--- config.mk ---
export PLATFORM = sky130hd
export DESIGN_NAME = tinyalu_arbiter
export DESIGN_NICKNAME = d
export VERILOG_FILES = /design/src/rtl/tinyalu_pkg.sv /design/src/rtl/tinyalu_rr_arbiter.sv /design/src/rtl/tinyalu_arbiter.sv
export SDC_FILE = /design/constraint.sdc
export NUM_CORES = 1
export LEC_CHECK = 0
export CORE_ASPECT_RATIO = 0.5
export CORE_MARGIN = 5
export CORE_UTILIZATION = 41
export CTS_BUF_LIST = sky130_fd_sc_hd__clkbuf_8
export CTS_CLUSTER_DIAMETER = 200
export DETAILED_ROUTE_END_ITERATION = 16
export GPL_ROUTABILITY_DRIVEN = 0
export PLACE_DENSITY = 0.92
export SYNTH_ARGS = -nofsm -noshare
export SYNTH_HDL_FRONTEND = slang
export SYNTH_HIERARCHICAL = 1
export SYNTH_SLANG_ARGS = --single-unit
--- constraint.sdc ---
create_clock -name clk -period 2.85 [get_ports clk]
set_input_delay 0.57 -clock clk [delete_from_list [all_inputs] [get_ports clk]]
set_output_delay 0.57 -clock clk [all_outputs]
set_load 0.005 [all_outputs]
--- src/rtl/tinyalu_pkg.sv ---
// tinyalu_pkg: shared types for the TinyALU and its requester arbiter.
//   operation_t        - TinyALU opcode encoding
//   arb_state_t        - arbiter FSM states
//   ARB_TIMEOUT_RESULT - result returned when the ALU never signals done
//   is_alu_op()        - true for opcodes that must run on the ALU
package tinyalu_pkg;

    typedef enum logic [2:0] {
        no_op  = 3'b000,
        add_op = 3'b001,
        and_op = 3'b010,
        xor_op = 3'b011,
        mul_op = 3'b100,
        rst_op = 3'b111
    } operation_t;

    typedef enum logic [1:0] {
        IDLE,
        EXEC,
        RESP
    } arb_state_t;

    localparam logic [15:0] ARB_TIMEOUT_RESULT = 16'hDEAD;

    // Unused encodings (3'b101, 3'b110) fall into the default and complete locally.
    function automatic logic is_alu_op(operation_t op);
        logic r;
        case (op)
            add_op, and_op, xor_op, mul_op: r = 1'b1;
            default:                        r = 1'b0;
        endcase
        return r;
    endfunction

endpackage

--- src/rtl/tinyalu_rr_arbiter.sv ---
// tinyalu_rr_arbiter: combinational round-robin pick.
//   req_i        - request vector
//   last_grant_i - index granted most recently; search starts just above it
//   any_valid_o  - at least one request is set
//   winner_o     - first set index searching upward from last_grant_i+1, wrapping
module tinyalu_rr_arbiter #(
    parameter int unsigned NUM_REQ = 4,
    localparam int unsigned IDW = $clog2(NUM_REQ)
) (
    input  logic [NUM_REQ-1:0] req_i,
    input  logic [IDW-1:0]     last_grant_i,
    output logic               any_valid_o,
    output logic [IDW-1:0]     winner_o
);

    logic [IDW-1:0] idx;

    always_comb begin
        any_valid_o = 1'b0;
        winner_o    = '0;
        idx         = '0;
        // Offset 1..NUM_REQ visits every index once, ending at last_grant itself.
        for (int unsigned i = 1; i <= NUM_REQ; i++) begin
            idx = IDW'((32'(last_grant_i) + i) % NUM_REQ);
            if (!any_valid_o && req_i[idx]) begin
                any_valid_o = 1'b1;
                winner_o    = idx;
            end
        end
    end

endmodule

--- src/rtl/tinyalu_arbiter.sv ---
// tinyalu_arbiter: shares one TinyALU between NUM_REQ valid/ready requesters.
//   clk, reset_n             - clock, asynchronous active-low reset
//   req_valid_i/req_ready_o  - per-requester handshake (ready is a one-hot accept strobe)
//   req_a_i/req_b_i/req_op_i - packed per-requester operands and opcode
//   rsp_valid_o              - one-cycle response strobe to the owning requester
//   rsp_result_o/rsp_err_o   - result and timeout flag, valid with rsp_valid_o
//   rsp_id_o                 - index of the responding requester
//   alu_*                    - TinyALU start/op/A/B handshake, done and result
module tinyalu_arbiter
    import tinyalu_pkg::*;
#(
    parameter int unsigned NUM_REQ = 4,
    parameter int unsigned TIMEOUT = 15,
    localparam int unsigned IDW = $clog2(NUM_REQ)
) (
    input  logic                 clk,
    input  logic                 reset_n,
    input  logic [NUM_REQ-1:0]   req_valid_i,
    output logic [NUM_REQ-1:0]   req_ready_o,
    input  logic [NUM_REQ*8-1:0] req_a_i,
    input  logic [NUM_REQ*8-1:0] req_b_i,
    input  logic [NUM_REQ*3-1:0] req_op_i,
    output logic [NUM_REQ-1:0]   rsp_valid_o,
    output logic [15:0]          rsp_result_o,
    output logic                 rsp_err_o,
    output logic [IDW-1:0]       rsp_id_o,
    output logic                 alu_start_o,
    output logic [2:0]           alu_op_o,
    output logic [7:0]           alu_a_o,
    output logic [7:0]           alu_b_o,
    input  logic                 alu_done_i,
    input  logic [15:0]          alu_result_i
);

    // Watchdog counts 0..TIMEOUT-1; the last value is the final EXEC cycle.
    localparam int unsigned    WdW    = (TIMEOUT > 1) ? $clog2(TIMEOUT) : 1;
    localparam logic [WdW-1:0] WdLast = WdW'(TIMEOUT - 1);

    arb_state_t     state_q, state_d;
    logic [IDW-1:0] last_grant_q, last_grant_d;
    logic [IDW-1:0] owner_q, owner_d;
    logic [2:0]     op_q, op_d;
    logic [7:0]     a_q, a_d, b_q, b_d;
    logic [15:0]    result_q, result_d;
    logic           err_q, err_d;
    logic [WdW-1:0] wd_q, wd_d;

    logic           any_valid;
    logic [IDW-1:0] winner;
    logic [7:0]     sel_a, sel_b;
    logic [2:0]     sel_op;
    logic           wd_expired;

    tinyalu_rr_arbiter #(
        .NUM_REQ (NUM_REQ)
    ) u_rr (
        .req_i        (req_valid_i),
        .last_grant_i (last_grant_q),
        .any_valid_o  (any_valid),
        .winner_o     (winner)
    );

    always_comb begin
        sel_a  = '0;
        sel_b  = '0;
        sel_op = '0;
        for (int unsigned i = 0; i < NUM_REQ; i++) begin
            if (winner == IDW'(i)) begin
                sel_a  = req_a_i[8*i +: 8];
                sel_b  = req_b_i[8*i +: 8];
                sel_op = req_op_i[3*i +: 3];
            end
        end
    end

    assign wd_expired = (wd_q == WdLast);

    // State register
    always_ff @(posedge clk or negedge reset_n) begin
        if (!reset_n) begin
            state_q <= IDLE;
        end else begin
            state_q <= state_d;
        end
    end

    // Next-state logic
    always_comb begin
        state_d = state_q;
        case (state_q)
            IDLE: begin
                if (any_valid) begin
                    state_d = is_alu_op(operation_t'(sel_op)) ? EXEC : RESP;
                end
            end
            EXEC: begin
                if (alu_done_i || wd_expired) begin
                    state_d = RESP;
                end
            end
            RESP:    state_d = IDLE;
            default: state_d = IDLE;
        endcase
    end

    // Datapath registers
    always_ff @(posedge clk or negedge reset_n) begin
        if (!reset_n) begin
            last_grant_q <= IDW'(NUM_REQ - 1);
            owner_q      <= '0;
            op_q         <= '0;
            a_q          <= '0;
            b_q          <= '0;
            result_q     <= '0;
            err_q        <= 1'b0;
            wd_q         <= '0;
        end else begin
            last_grant_q <= last_grant_d;
            owner_q      <= owner_d;
            op_q         <= op_d;
            a_q          <= a_d;
            b_q          <= b_d;
            result_q     <= result_d;
            err_q        <= err_d;
            wd_q         <= wd_d;
        end
    end

    always_comb begin
        last_grant_d = last_grant_q;
        owner_d      = owner_q;
        op_d         = op_q;
        a_d          = a_q;
        b_d          = b_q;
        result_d     = result_q;
        err_d        = err_q;
        wd_d         = wd_q;
        case (state_q)
            IDLE: begin
                if (any_valid) begin
                    last_grant_d = winner;
                    owner_d      = winner;
                    op_d         = sel_op;
                    a_d          = sel_a;
                    b_d          = sel_b;
                    result_d     = 16'h0000;
                    err_d        = 1'b0;
                    wd_d         = '0;
                end
            end
            EXEC: begin
                wd_d = wd_q + WdW'(1);
                // Done takes priority over the watchdog on the same cycle.
                if (alu_done_i) begin
                    result_d = alu_result_i;
                    err_d    = 1'b0;
                end else if (wd_expired) begin
                    result_d = ARB_TIMEOUT_RESULT;
                    err_d    = 1'b1;
                end
            end
            default: ;
        endcase
    end

    // Outputs
    always_comb begin
        req_ready_o  = '0;
        rsp_valid_o  = '0;
        rsp_result_o = '0;
        rsp_err_o    = 1'b0;
        rsp_id_o     = '0;
        alu_start_o  = 1'b0;
        alu_op_o     = '0;
        alu_a_o      = '0;
        alu_b_o      = '0;
        case (state_q)
            IDLE: begin
                // Gated by reset so the strobe is low while reset is held.
                if (any_valid && reset_n) begin
                    req_ready_o = NUM_REQ'(1) << winner;
                end
            end
            EXEC: begin
                alu_start_o = 1'b1;
                alu_op_o    = op_q;
                alu_a_o     = a_q;
                alu_b_o     = b_q;
            end
            RESP: begin
                rsp_valid_o  = NUM_REQ'(1) << owner_q;
                rsp_result_o = result_q;
                rsp_err_o    = err_q;
                rsp_id_o     = owner_q;
            end
            default: ;
        endcase
    end

    // A requester must hold valid until it is accepted.
    for (genvar g = 0; g < NUM_REQ; g++) begin : g_req_hold
        a_req_hold : assert property (@(posedge clk) disable iff (!reset_n)
            (req_valid_i[g] && !req_ready_o[g]) |=> req_valid_i[g]);
    end

endmodule

After elaboration in Yosys (flattened, before gate mapping)
Cells that the tools add are included.
{"block": "totals", "word_cells": 104, "regBits": 46}
{"block": "classes", "n_addsub": 5, "mux": 55, "eq_ne": 13, "shift": 2, "reduce_logical": 16, "n_lt_le_gt_ge": 4}
{"op": "$mux W8", "n": 10}
{"op": "$mux W16", "n": 4}
{"op": "$pmux W16 S2", "n": 1}
{"op": "$mux W1", "n": 16}
{"op": "$mux W2", "n": 8}
{"op": "$mux W4", "n": 4}
{"op": "$mux W3", "n": 5}
{"op": "$lt A2 B3 Y1 const B", "n": 4}
{"op": "$bmux W1 S2", "n": 4}
{"op": "$pmux W4 S2", "n": 1}
{"op": "$shl A1 B2 Y4 const A", "n": 2}
{"op": "$eq A2 B2 Y1 const B", "n": 3}
{"op": "$eq A3 B2 Y1 const B", "n": 2}
{"op": "$reduce_and A2 Y1", "n": 3}
{"op": "$add A2 B1 Y2 const B", "n": 2}
{"op": "$add A2 B2 Y2 const B", "n": 2}
{"op": "$add A4 B1 Y4 const B", "n": 1}
{"op": "$eq A2 B1 Y1 const B", "n": 2}
{"op": "$eq A4 B4 Y1 const B", "n": 1}
{"op": "$logic_and A1 B1 Y1", "n": 4}
{"op": "$logic_not A2 Y1", "n": 2}
{"op": "$ne A2 B2 Y1 const B", "n": 2}
{"op": "$pmux W2 S2", "n": 1}
{"op": "$reduce_or A4 Y1", "n": 1}
{"op": "other kinds (8)", "n": 10}

Longest topological paths before layout
{"block": "depth", "word_depth": 26, "depth_mapped": 8, "ltp_nobuf": 6}

Cells and area by module
Netlist, hierarchy kept.
{"mod": "tinyalu_arbiter", "cells_per_inst": 266, "area_per_inst_um2": 2746.4, "instances": 1}
{"mod": "tinyalu_rr_arbiter", "cells_per_inst": 14, "area_per_inst_um2": 91.3, "instances": 1}

Worst setup path before layout
No wires, ideal clock.
{"block": "synth_path", "path_kind": "input to output", "startpoint": "input port req_valid_i[2]", "endpoint": "output port req_ready_o[1]", "setup_slack_ns": 0.445, "n_path_buf": 2, "path_stages": 7, "t_arrival_ns": 1.835, "path_cell_list": "and2b_1 > a21oi_2 > o221ai_2 > buf_6 > buf_4 > inv_1 > nor3_1"}
{"block": "synth_between", "elab_chain_len": 15}
{"element": "start, declared", "line": "tinyalu_arbiter.sv:18", "source": "input logic [NUM_REQ-1:0] req_valid_i,"}
{"element": "$bmux W1 S2", "line": "tinyalu_rr_arbiter.sv:25", "source": "if (!any_valid_o && req_i[idx]) begin"}
{"element": "$mux W1 (not written as such)", "line": "tinyalu_rr_arbiter.sv:25"}
{"element": "$mux W1", "line": "tinyalu_rr_arbiter.sv:25"}
{"element": "$logic_not A1 Y1", "line": "tinyalu_rr_arbiter.sv:25"}
{"element": "$logic_and A1 B1 Y1", "line": "tinyalu_rr_arbiter.sv:25"}
{"element": "$mux W1", "line": "tinyalu_rr_arbiter.sv:25"}
{"element": "$logic_not A1 Y1", "line": "tinyalu_rr_arbiter.sv:25"}
{"element": "$logic_and A1 B1 Y1", "line": "tinyalu_rr_arbiter.sv:25"}
{"element": "$mux W1", "line": "tinyalu_rr_arbiter.sv:25"}
{"element": "$logic_not A1 Y1", "line": "tinyalu_rr_arbiter.sv:25"}
{"element": "$logic_and A1 B1 Y1", "line": "tinyalu_rr_arbiter.sv:25"}
{"element": "$mux W2 (*)", "line": "tinyalu_rr_arbiter.sv:25"}
{"element": "net winner[0]", "line": "tinyalu_arbiter.sv:49", "source": "logic [IDW-1:0] winner;"}
{"element": "$shl A1 B2 Y4 (*)", "line": "tinyalu_arbiter.sv:181", "source": "req_ready_o = NUM_REQ'(1) << winner;"}
{"element": "$mux W4 (*)", "line": "tinyalu_arbiter.sv:180", "source": "if (any_valid && reset_n) begin"}
{"element": "$mux W4 (*)", "line": "tinyalu_arbiter.sv:177", "source": "case (state_q)"}
{"element": "end, declared", "line": "tinyalu_arbiter.sv:19", "source": "output logic [NUM_REQ-1:0] req_ready_o,"}
The timed path passes the listed nets; every way through them passes the cells marked *. The select of a mux whose other input is x is not followed.

Worst setup path after layout
{"block": "layout_path", "startpoint": "input port req_valid_i[0]", "endpoint": "output port req_ready_o[2]"}
{"block": "layout_between", "elab_chain_len": 15}
{"element": "$bmux W1 S2", "line": "tinyalu_rr_arbiter.sv:25"}
{"element": "$mux W1 (not written as such)", "line": "tinyalu_rr_arbiter.sv:25"}
{"element": "$mux W1", "line": "tinyalu_rr_arbiter.sv:25"}
{"element": "$logic_not A1 Y1", "line": "tinyalu_rr_arbiter.sv:25"}
{"element": "$logic_and A1 B1 Y1", "line": "tinyalu_rr_arbiter.sv:25"}
{"element": "$mux W1", "line": "tinyalu_rr_arbiter.sv:25"}
{"element": "$logic_not A1 Y1", "line": "tinyalu_rr_arbiter.sv:25"}
{"element": "$logic_and A1 B1 Y1", "line": "tinyalu_rr_arbiter.sv:25"}
{"element": "$mux W1", "line": "tinyalu_rr_arbiter.sv:25"}
{"element": "$logic_not A1 Y1", "line": "tinyalu_rr_arbiter.sv:25"}
{"element": "$logic_and A1 B1 Y1", "line": "tinyalu_rr_arbiter.sv:25"}
{"element": "$mux W1 (*)", "line": "tinyalu_rr_arbiter.sv:25"}
{"element": "net any_valid", "line": "tinyalu_arbiter.sv:48", "source": "logic any_valid;"}
{"element": "$logic_and A1 B1 Y1 (*)", "line": "tinyalu_arbiter.sv:180"}
{"element": "$mux W4 (*)", "line": "tinyalu_arbiter.sv:180"}
{"element": "$mux W4 (*)", "line": "tinyalu_arbiter.sv:177"}
Marked as above.

==> impl_results.md <==
* Status: complete, no violations
* Yosys top cell by area: dfrtp_1
* Detailed Route WL at 8710 um
* Gr usage total at 18.9%
* Worst Path Class, Setup: input pin to output port
* Register area share after synthesis at 40.7%
* Internal at 2.27 mW
* Synth Warn # at 6
* I/O Buffers at 145
* Syn Inst Count at 280
* CP max-delay cell: clkdlybuf4s50_1
* Top cell type's share of synthesized area at 38.8%
* Count of TritonRoute iterations in the first routing pass at 5
* WHS at a little over 0.4 ns
* Share of cells above drive strength 1 at 16.1%
* Slew HR at 61.7%
* Synth Area in Adders at 0.882%
* Period utilization at a little over nine tenths
* First-pass GRT wire length at 13000 um
* Core Region at 0.00670 mm2
* Synth Flop Type: dfrtp_1
* Initial core utilization at a little over two fifths
* Clock-pin slew on the worst setup and hold paths at 0.10 ns
* #FFs+latches synth at 46
* Synth async-reset ratio at 100%
* I/O pin total at 146
* Max-cap viol count at 0
* CTS sink cnt at 46
* WL/cell at 16.6 um
* Final Instance Count excl. Fillers at 526
* CTS max path bufs at 2
* Syn nets at 381
* Area contributors post-synth: dfrtp_1 39%, mux4_2 15%, nand2_1 8.9%, and2_1 8.4%, mux2_4 4.8%
* Worst-Margin Slew at 0.575 ns
* Number of synthesized flops with an enable pin at 0
* Drt drc at 0
* CTS tree: done
* Drt initial violations at around 170
* Main combinational cell family by area after synthesis: simple AND/OR/NAND/NOR gates
* Post-placement cell count at 515
* Worst min-delay path class: input pin to asynchronous set/reset pin
* Fraction of power consumed by sequential logic at 30.4%
* CTS root buffer: clkbuf_8
* Power share of the clock group at a little under an eighth
* Worst EP required at 2.28 ns
* Critical Path Start Type: input pin
* Yosys cell types at 40
* Maximum vdd ir drop at 0.315 mV
* Max Clk Rate at 365 MHz
* Crit Path Max Fanout at 3
* Clk_lat worst skew at 0.30 ns
* Synth Area per Inst at 10.1 um2
* Multiplexer area fraction after synthesis at 21.0%
* Crit path time final at 2.74 ns
* Pin count of the biggest net entering global routing at 47
* Comb pwr share at 58.4%
* Final #Nets at approximately 530
* CP arrival at roughly 2.2 ns
* Hpwl dp at 6510 um
* Number of global-route vias before repair at 2685
* Die area at between 0.008 and 0.009 mm2
* Crit path cell chain: clkdlybuf4s50_1, nor2_1, nand2_1, nor3b_4, nand3_1, nor2_1, clkdlybuf4s50_1
* # setup viols final at 0
* # hold bufs at CTS at 0
* PwrDens at 799 mW/mm2
* Mapped Area at 0.00284 mm2
* H-tree levels at 2
* Final Cell Area at 0.00458 mm2
* Cts bufs inserted at 5
* Via-to-Cell Ratio at 5.02
* Via count at 2639
* Diodes inserted at 0
* Initial antenna violation count at 0
* Die Height at 68.8 um
* P_sw at 1.39 mW
* Pins Over Slew Limit at 0
* Tot Pwr at 3.67 mW
* CP max stage delay at 0.51 ns
* Hold Vio Cnt, Final at 0
* Post-Place Cell Area at approximately 0.0045 mm2
* Simple-Gate Fraction of Synth Area at 23.4%
* Leakage at approximately 2 nW
* Syn-to-layout area delta at 61.6%
* DRT antenna net count at 0
* Site row count at 21
* Clock Skew at 0.0116 ns
* Chip Width at 128 um
* XOR/XNOR Fraction of Synth Area at less than 1%
* Sw frac at 38.0%
* Grt total ovfl at 0
* Synth Area in Compound Gates at 8.20%
* Critical Path End Type: output port
final cells by class:
class                      instances  area, um2
tap                               92        115
sequential                        46       1150
multi-input combinational        201       1560
clock buffer                       5       68.8
fill                             510       2120
clock inverter                     3       21.3
inverter                          15       60.1
timing repair inverter             1       7.51
timing repair buffer             163       1600
worst max-delay path: cells and delay by family:
kind                   cells  cell delay, ns
buffers and inverters      2            1.01
AND/OR/NAND/NOR            5            0.59
cells in the mapped netlist (3+ instances only):
master    number
mux2_4         9
nor2_1         5
nand2b_1       4
dfrtp_1       44
and2_1        38
inv_1         15
nor2b_1        3
nand3_1        6
nand2_1       67
a32o_1         5
a21oi_1       13
nor3_1         3
o21ai_0        5
mux4_2        19
buf_2          3
clkbuf_1      10
per-layer routing:
layer  routed length, um  vias up  part of all wire (%)  GRT usage (%)
li1                    -     1257                     -              -
met5                   0        -                     0              0
met1                3480     1265                    40           22.2
met2                4560       98                    52           35.6
met3                 447       19                   5.1           3.46
met4                 222        0                   2.5           7.01
power by group through the flow:
stage	Clock, mW	Sequential (mW)	Combinational, mW
2_1_floorplan	0	1.06	1.31
3_3_place_gp	0	1.10	2.03
3_5_place_dp	0	1.12	2.09
4_1_cts	0.416	1.11	2.12
5_1_grt	0.453	1.15	2.33
6_report	0.413	1.11	2.14
registers in the layout, summed over array words and instances, names as in the netlist:
register      count
a_q               8
state_q           2
result_q         16
err_q             1
last_grant_q      2
b_q               8
owner_q           2
wd_q              4
op_q              3
cell usage in the layout, fill, tap and decap left out, types with 4 or more instances in the layout:
cell             count
a21oi_1             12
a32o_1               5
and2_1              38
buf_4               17
clkbuf_8             5
clkdlybuf4s50_1    139
dfrtp_1             44
inv_1               14
mux2_4               9
mux4_2              19
nand2_1             67
nand2b_1             4
nand3_1              6
nor2_1               5
o21ai_0              5
worst paths after layout:
| kind | slack, ns | from | cells past startpoint | to |
|---|---|---|---|---|
| hold reg to reg | 0.47 | b_q[4] | 2 | b_q[4] |
| min in group clk | 0.47 | b_q[4] | 2 | b_q[4] |
| setup reg to reg | 0.32 | last_grant_q[1] | 7 | state_q[1] |
| max in group asynchronous | 2.05 | reset_n | 2 | result_q[15] |
| setup / recovery | 0.11 | req_valid_i[0] | 7 | req_ready_o[2] |
| hold / removal | 0.41 | reset_n | 2 | b_q[4] |
per-stage QoR:
stage	setup WS [ns]	util [%]	TNS, ns
final	0.112	68.4	0
after global routing	-0.00216	68.4	-0.00343
after CTS	0.0200	68.0	0
after detailed placement	-0.171	66.5	-0.625
after global placement	-0.0839	66.5	-0.148
after floorplan	0.445	-	0
kinds of logic (layout without fill, tap and decap cells):
| logic type | count (synthesis) | in the layout |
|---|---|---|
| simple gates | 134 | 134 |
| flops | 46 | 46 |
| buf+inv | 33 | 187 |
| compound gates | 32 | 32 |
| mux | 31 | 31 |
| fa+ha+maj | 2 | 2 |
| xor+xnor | 2 | 2 |
timing repair:
action,4_1_cts,5_1_grt
buffers inserted,1,1
resized for setup,4,5
gates cloned,0,1
pin swaps,0,1
setup endpoints to repair,4,35
Note: power is estimated with default switching activity, not from simulation.
